File: src/rtl/rgb_to_cmyk.sv
// rgb_to_cmyk: pipelined RGB -> CMYK converter.
// K = MAX - max(R,G,B); each of C/M/Y is (Kp - chan) * MAX / Kp, computed by a
// restoring divider that produces one quotient bit per stage, MSB first.
// Pipe: input register, operand stage, COLOR_PRECISION divide stages, output
// register -> COLOR_PRECISION+2 clocks of latency, one pixel per clock.
// A valid bit travels with the data so that reset-flushed (all-zero) stages
// never reach the outputs as a bogus divide-by-zero result.
module rgb_to_cmyk #(
  parameter int COLOR_PRECISION = 8
) (
  input  logic                       i_sysclk,
  input  logic                       i_arst,
  input  logic [COLOR_PRECISION-1:0] i_R,
  input  logic [COLOR_PRECISION-1:0] i_G,
  input  logic [COLOR_PRECISION-1:0] i_B,
  output logic [COLOR_PRECISION-1:0] o_C,
  output logic [COLOR_PRECISION-1:0] o_M,
  output logic [COLOR_PRECISION-1:0] o_Y,
  output logic [COLOR_PRECISION-1:0] o_K
);

  localparam int N = COLOR_PRECISION;
  localparam logic [N-1:0]   MAX   = {N{1'b1}};
  localparam logic [2*N-1:0] MAX_W = {{N{1'b0}}, {N{1'b1}}};

  // Input register: channel 0 = R, 1 = G, 2 = B.
  logic [N-1:0] in_q [0:2];
  logic         in_vld_q;

  // Pipe stage 0 holds the operands, stages 1..N are divide steps.
  logic [N-1:0] kp_q   [0:N];
  logic [N-1:0] kp_d   [0:N];
  logic         zero_q [0:N];
  logic         zero_d [0:N];
  logic         vld_q  [0:N];
  logic         vld_d  [0:N];
  logic [N-1:0] rem_q  [0:N][0:2];   // partial remainder, always < Kp
  logic [N-1:0] rem_d  [0:N][0:2];
  logic [N-1:0] low_q  [0:N][0:2];   // numerator bits not yet shifted in
  logic [N-1:0] low_d  [0:N][0:2];
  logic [N-1:0] quo_q  [0:N][0:2];   // quotient bits collected so far
  logic [N-1:0] quo_d  [0:N][0:2];

  // Output register.
  logic [N-1:0] c_q, m_q, y_q, k_q;
  logic [N-1:0] c_d, m_d, y_d, k_d;

  // Operand preparation, divide steps and output override.
  always_comb begin
    logic [N-1:0]   kp_s;
    logic [N-1:0]   diff_s;
    logic [2*N-1:0] num_s;
    logic [N:0]     trial_s;
    logic           qbit_s;

    kp_s    = in_q[0];
    diff_s  = {N{1'b0}};
    num_s   = {(2*N){1'b0}};
    trial_s = {(N+1){1'b0}};
    qbit_s  = 1'b0;

    if (in_q[1] > kp_s) kp_s = in_q[1];
    else                kp_s = kp_s;
    if (in_q[2] > kp_s) kp_s = in_q[2];
    else                kp_s = kp_s;

    kp_d[0]   = kp_s;
    zero_d[0] = (kp_s == {N{1'b0}});
    vld_d[0]  = in_vld_q;
    for (int ch = 0; ch < 3; ch++) begin
      diff_s           = kp_s - in_q[ch];
      num_s            = {{N{1'b0}}, diff_s} * MAX_W;
      rem_d[0][ch]     = num_s[2*N-1:N];
      low_d[0][ch]     = num_s[N-1:0];
      quo_d[0][ch]     = {N{1'b0}};
    end

    for (int s = 1; s <= N; s++) begin
      kp_d[s]   = kp_q[s-1];
      zero_d[s] = zero_q[s-1];
      vld_d[s]  = vld_q[s-1];
      for (int ch = 0; ch < 3; ch++) begin
        trial_s = {rem_q[s-1][ch], low_q[s-1][ch][N-1]};
        if (trial_s >= {1'b0, kp_q[s-1]}) begin
          trial_s = trial_s - {1'b0, kp_q[s-1]};
          qbit_s  = 1'b1;
        end else begin
          qbit_s  = 1'b0;
        end
        rem_d[s][ch] = trial_s[N-1:0];
        low_d[s][ch] = {low_q[s-1][ch][N-2:0], 1'b0};
        quo_d[s][ch] = {quo_q[s-1][ch][N-2:0], qbit_s};
      end
    end

    if (!vld_q[N]) begin
      c_d = {N{1'b0}};
      m_d = {N{1'b0}};
      y_d = {N{1'b0}};
      k_d = {N{1'b0}};
    end else if (zero_q[N]) begin
      c_d = {N{1'b0}};
      m_d = {N{1'b0}};
      y_d = {N{1'b0}};
      k_d = MAX;
    end else begin
      c_d = quo_q[N][0];
      m_d = quo_q[N][1];
      y_d = quo_q[N][2];
      k_d = MAX - kp_q[N];
    end
  end

  // Pipeline registers with synchronous reset that clears every stage.
  always_ff @(posedge i_sysclk) begin
    if (i_arst) begin
      in_vld_q <= 1'b0;
      for (int ch = 0; ch < 3; ch++) in_q[ch] <= {N{1'b0}};
      for (int s = 0; s <= N; s++) begin
        kp_q[s]   <= {N{1'b0}};
        zero_q[s] <= 1'b0;
        vld_q[s]  <= 1'b0;
        for (int ch = 0; ch < 3; ch++) begin
          rem_q[s][ch] <= {N{1'b0}};
          low_q[s][ch] <= {N{1'b0}};
          quo_q[s][ch] <= {N{1'b0}};
        end
      end
      c_q <= {N{1'b0}};
      m_q <= {N{1'b0}};
      y_q <= {N{1'b0}};
      k_q <= {N{1'b0}};
    end else begin
      in_vld_q <= 1'b1;
      in_q[0]  <= i_R;
      in_q[1]  <= i_G;
      in_q[2]  <= i_B;
      for (int s = 0; s <= N; s++) begin
        kp_q[s]   <= kp_d[s];
        zero_q[s] <= zero_d[s];
        vld_q[s]  <= vld_d[s];
        for (int ch = 0; ch < 3; ch++) begin
          rem_q[s][ch] <= rem_d[s][ch];
          low_q[s][ch] <= low_d[s][ch];
          quo_q[s][ch] <= quo_d[s][ch];
        end
      end
      c_q <= c_d;
      m_q <= m_d;
      y_q <= y_d;
      k_q <= k_d;
    end
  end

  assign o_C = c_q;
  assign o_M = m_q;
  assign o_Y = y_q;
  assign o_K = k_q;

endmodule

File: config.mk
export PLATFORM = sky130hd
export DESIGN_NAME = rgb_to_cmyk
export DESIGN_NICKNAME = d
export VERILOG_FILES = /design/src/rtl/rgb_to_cmyk.sv
export SDC_FILE = /design/constraint.sdc
export NUM_CORES = 1
export LEC_CHECK = 0
export CORE_ASPECT_RATIO = 0.7
export CORE_MARGIN = 2
export CORE_UTILIZATION = 40
export DETAILED_ROUTE_END_ITERATION = 6
export GPL_TIMING_DRIVEN = 0
export PLACE_DENSITY_LB_ADDON = 0.25
export REMOVE_ABC_BUFFERS = 1
export SYNTH_ARGS = -nofsm -noshare
export SYNTH_HDL_FRONTEND = slang
export SYNTH_SLANG_ARGS = --single-unit
File: constraint.sdc
create_clock -name i_sysclk -period 10.83 [get_ports i_sysclk]
set_input_delay 2.166 -clock i_sysclk [delete_from_list [all_inputs] [get_ports i_sysclk]]
set_output_delay 2.166 -clock i_sysclk [all_outputs]
set_load 0.01 [all_outputs]
==> results.sh <==
export IMPL_reg2reg_from="in_q[0][5]"
export IMPL_ys_seq_area_share_pct=37.26
export IMPL_routed_wl_um=62090
export IMPL_synth_area_leaders="dfxtp_1 37%, ha_1 15%, nor2b_1 7.1%"
export IMPL_crit_family="adder cells"
export IMPL_numPlacedInstances=4104
export IMPL_design_area_um2=33430
export IMPL_synth_cells=3147
export IMPL_async_flop_share_pct=0
export IMPL_floorplan_initialDensity_pct=40.55
export IMPL_critical_path_buf_inv_count=6
export IMPL_coreArea_um2=73530
export IMPL_gr_usage_all_layers_pct=16.53
export IMPL_finalSetupViolCount=0
export IMPL_numCtsBuffers=56
export IMPL_period_needed_ns=9.752
export IMPL_violations="design-rule violations"
export IMPL_r2r_cells=34
export IMPL_crit_arrival_ns=10.22
export IMPL_buffer_ports_inserted=57
export IMPL_setup_ws_ns=1.078
export IMPL_drt_first_pass_iters=7
export IMPL_cpMostUsedCell="inv_1"
export IMPL_cts_root_buffer="clkbuf_16"
export IMPL_drtAntennaViolNets=0
export IMPL_clock_sinks=555
export IMPL_area_growth_pct=12.12
export IMPL_rsz0062_at_grt="no"
export IMPL_grt_pass1_wl_um=103200
export IMPL_critical_path_endpoint_type="register"
export IMPL_cts_tree="yes"
export IMPL_htreeDepth=2
export IMPL_maxCapViolCount=0
export IMPL_holdPathEnd="low_q[0][29]"
export IMPL_synth_top_area_share_pct=37.26
export IMPL_synthTopCellsByCount="555 x dfxtp_1, 351 x nor2_1, 347 x ha_1"
export IMPL_cpPeakStageDelay_ns=0.66
export IMPL_clockBufferDepth=3
export IMPL_grt_overflow_total=0
export IMPL_io_pins=58
export IMPL_viasPerCell=4.917
export IMPL_postPlaceCellArea_um2=31400
export IMPL_synth_edf_count=0
export IMPL_crit_type="register to register"
export IMPL_drive_above_1_share_pct=4.788
export IMPL_outcome="finished, violations left"
export IMPL_relSlewSlack_pct=6.989
export IMPL_dr_total_vias=20720
export IMPL_fillers=7098
export IMPL_slew_violations=0
export IMPL_n_antenna_cell=0
export IMPL_die_w_um=330.3
export IMPL_fmax_mhz=102.5
export IMPL_hp_class="register to register"
export IMPL_syn_avg_cell_area_um2=9.475
export IMPL_synth_flop_cell="dfxtp_1"
export IMPL_period_share_pct=90.05
export IMPL_start_kind="register"
export IMPL_synth_seq_cells=555
export IMPL_reg2reg_slack_ns=1.08
export IMPL_dp_slack_ns=0.6499
export IMPL_path_max_fanout=7
export IMPL_critical_path_required_ns=11.30
export IMPL_grt_pass1_vias=19890
export IMPL_rr_endpoint="rem_q[0][22]"
export IMPL_cp_startpoint="in_q[0][5]"
export IMPL_layout_nets=3653
export IMPL_route_detailed_drc=4
export IMPL_synthDistinctLibCells=67
export IMPL_grt_max_degree=140
export IMPL_num_rows=83
export IMPL_worstHoldStart="low_q[0][4]"
export IMPL_antenna_found_initial=2
export IMPL_tightest_slew_ns=1.380
export IMPL_final_cells=4214
export IMPL_synth_most_common_cell="dfxtp_1"
export IMPL_die_h_um=232.4
export IMPL_yosys_area_top_type="dfxtp_1"
export IMPL_clock_latency_ns=0.64
export IMPL_synthesis_yosys_warnings=0
export IMPL_post_cts_buffers=0
export IMPL_path_clk_slew_ns=0.06
export IMPL_fin_skew_ns=0.04238
export IMPL_dp_hpwl_um=46170
export IMPL_whs_path_depth=1
export IMPL_holdBufCountCts=0
export IMPL_cpMaxStageDelayCell="fa_1"
export IMPL_hold_violations=0
export IMPL_dieArea_um2=76780
export IMPL_cts_resized=0
export IMPL_drt_iter0_drc=1202
export IMPL_syn_area_um2=29820
export IMPL_wire_per_inst_um=14.73
export IMPL_place_congestion=0.8552
-- through the flow --
stage                     hold WS [ns]  utilization [%]  TNS (ns)
after floorplan                 0.3890                -         0
after global placement          0.3973            42.54  -3945.35
after detailed placement        0.3988            42.71         0
after CTS                       0.3948            45.42         0
after global routing            0.4222            45.47         0
final                           0.3945            45.47         0
-- worst reg2reg max path: cells and delay by family, from the launching register on --
family	cells	cell delay, ns
adder cells (fa/ha/maj)	8	3.73
flip-flops	1	0.32
AND/OR/NAND/NOR	7	1.01
multiplexers	1	0.38
buffers and inverters	6	0.86
XOR/XNOR	2	0.74
AO/OA/AOI/OAI	10	2.55
-- how the worst max path moves through the flow --
stage | to | slack [ns] | depth (start not counted)
final | rem_q[0][22] | 1.08 | 34
after floorplan | rem_q[0][22] | 2.28 | 36
after global placement | o_M[6] | -17.41 | 5
after global routing | rem_q[0][22] | 0.38 | 36
after CTS | rem_q[0][22] | 0.61 | 34
after detailed placement | rem_q[0][22] | 0.65 | 34
-- sequential cells by signal (all words and copies together) (netlist names) --
| register | cells |
|---|---|
| vld_q | 9 |
| quo_q | 108 |
| in_q | 24 |
| o_M | 8 |
| rem_q | 192 |
| zero_q | 9 |
| o_C | 8 |
| in_vld_q | 1 |
| o_K | 8 |
| low_q | 108 |
| kp_q | 72 |
| o_Y | 8 |
-- routing by layer --
layer | vias up | GRT usage [%] | share of wire [%]
li1 | 10790 | - | -
met1 | 9594 | 25.00 | 54
met2 | 261 | 24.63 | 41
met3 | 71 | 2.472 | 3.9
met4 | 0 | 3.549 | 1.5
met5 | - | 0 | 0
-- cell families after synthesis --
logic type      share of synthesized area [%]
simple gates                            17.70
compound gates                          13.32
flops                                   37.26
fa+ha+maj                               20.80
buf+inv                                 4.985
xor+xnor                                3.542
mux                                     2.388
-- cell type report --
type | count | area, µm² | area share (%)
inverter | 307 | 1152 | 3.447
clock inverter | 31 | 432.9 | 1.295
timing repair buffer | 67 | 730.7 | 2.186
sequential | 555 | 11110 | 33.23
multi-input combinational | 2203 | 17220 | 51.52
tap | 977 | 1222 | 3.657
clock buffer | 74 | 1559 | 4.663
-- placed cells by master (no fill, tap or decap), types with 27 or more instances in the layout --
cell type        Yosys  final
clkdlybuf4s50_1      0     56
a21oi_1             77     77
nor2b_1            337    337
mux2i_1             70     70
nand2b_1            54     54
nor3_1              59     59
nand4_1             43     43
o31a_1              27     27
a211oi_1            74     74
ha_1               347    347
fa_1                90     90
and2_1              37     37
o21a_1              71     71
xnor2_1             73     73
dfxtp_1            555    555
clkbuf_16            0     56
xor2_1              37     37
o21ai_0            140    140
nor2_1             351    350
inv_1              307    306
nand2_1             56     56
Power is not shown: default switching activity piles up to over one toggle a cycle in this logic, so the estimate is an artifact.
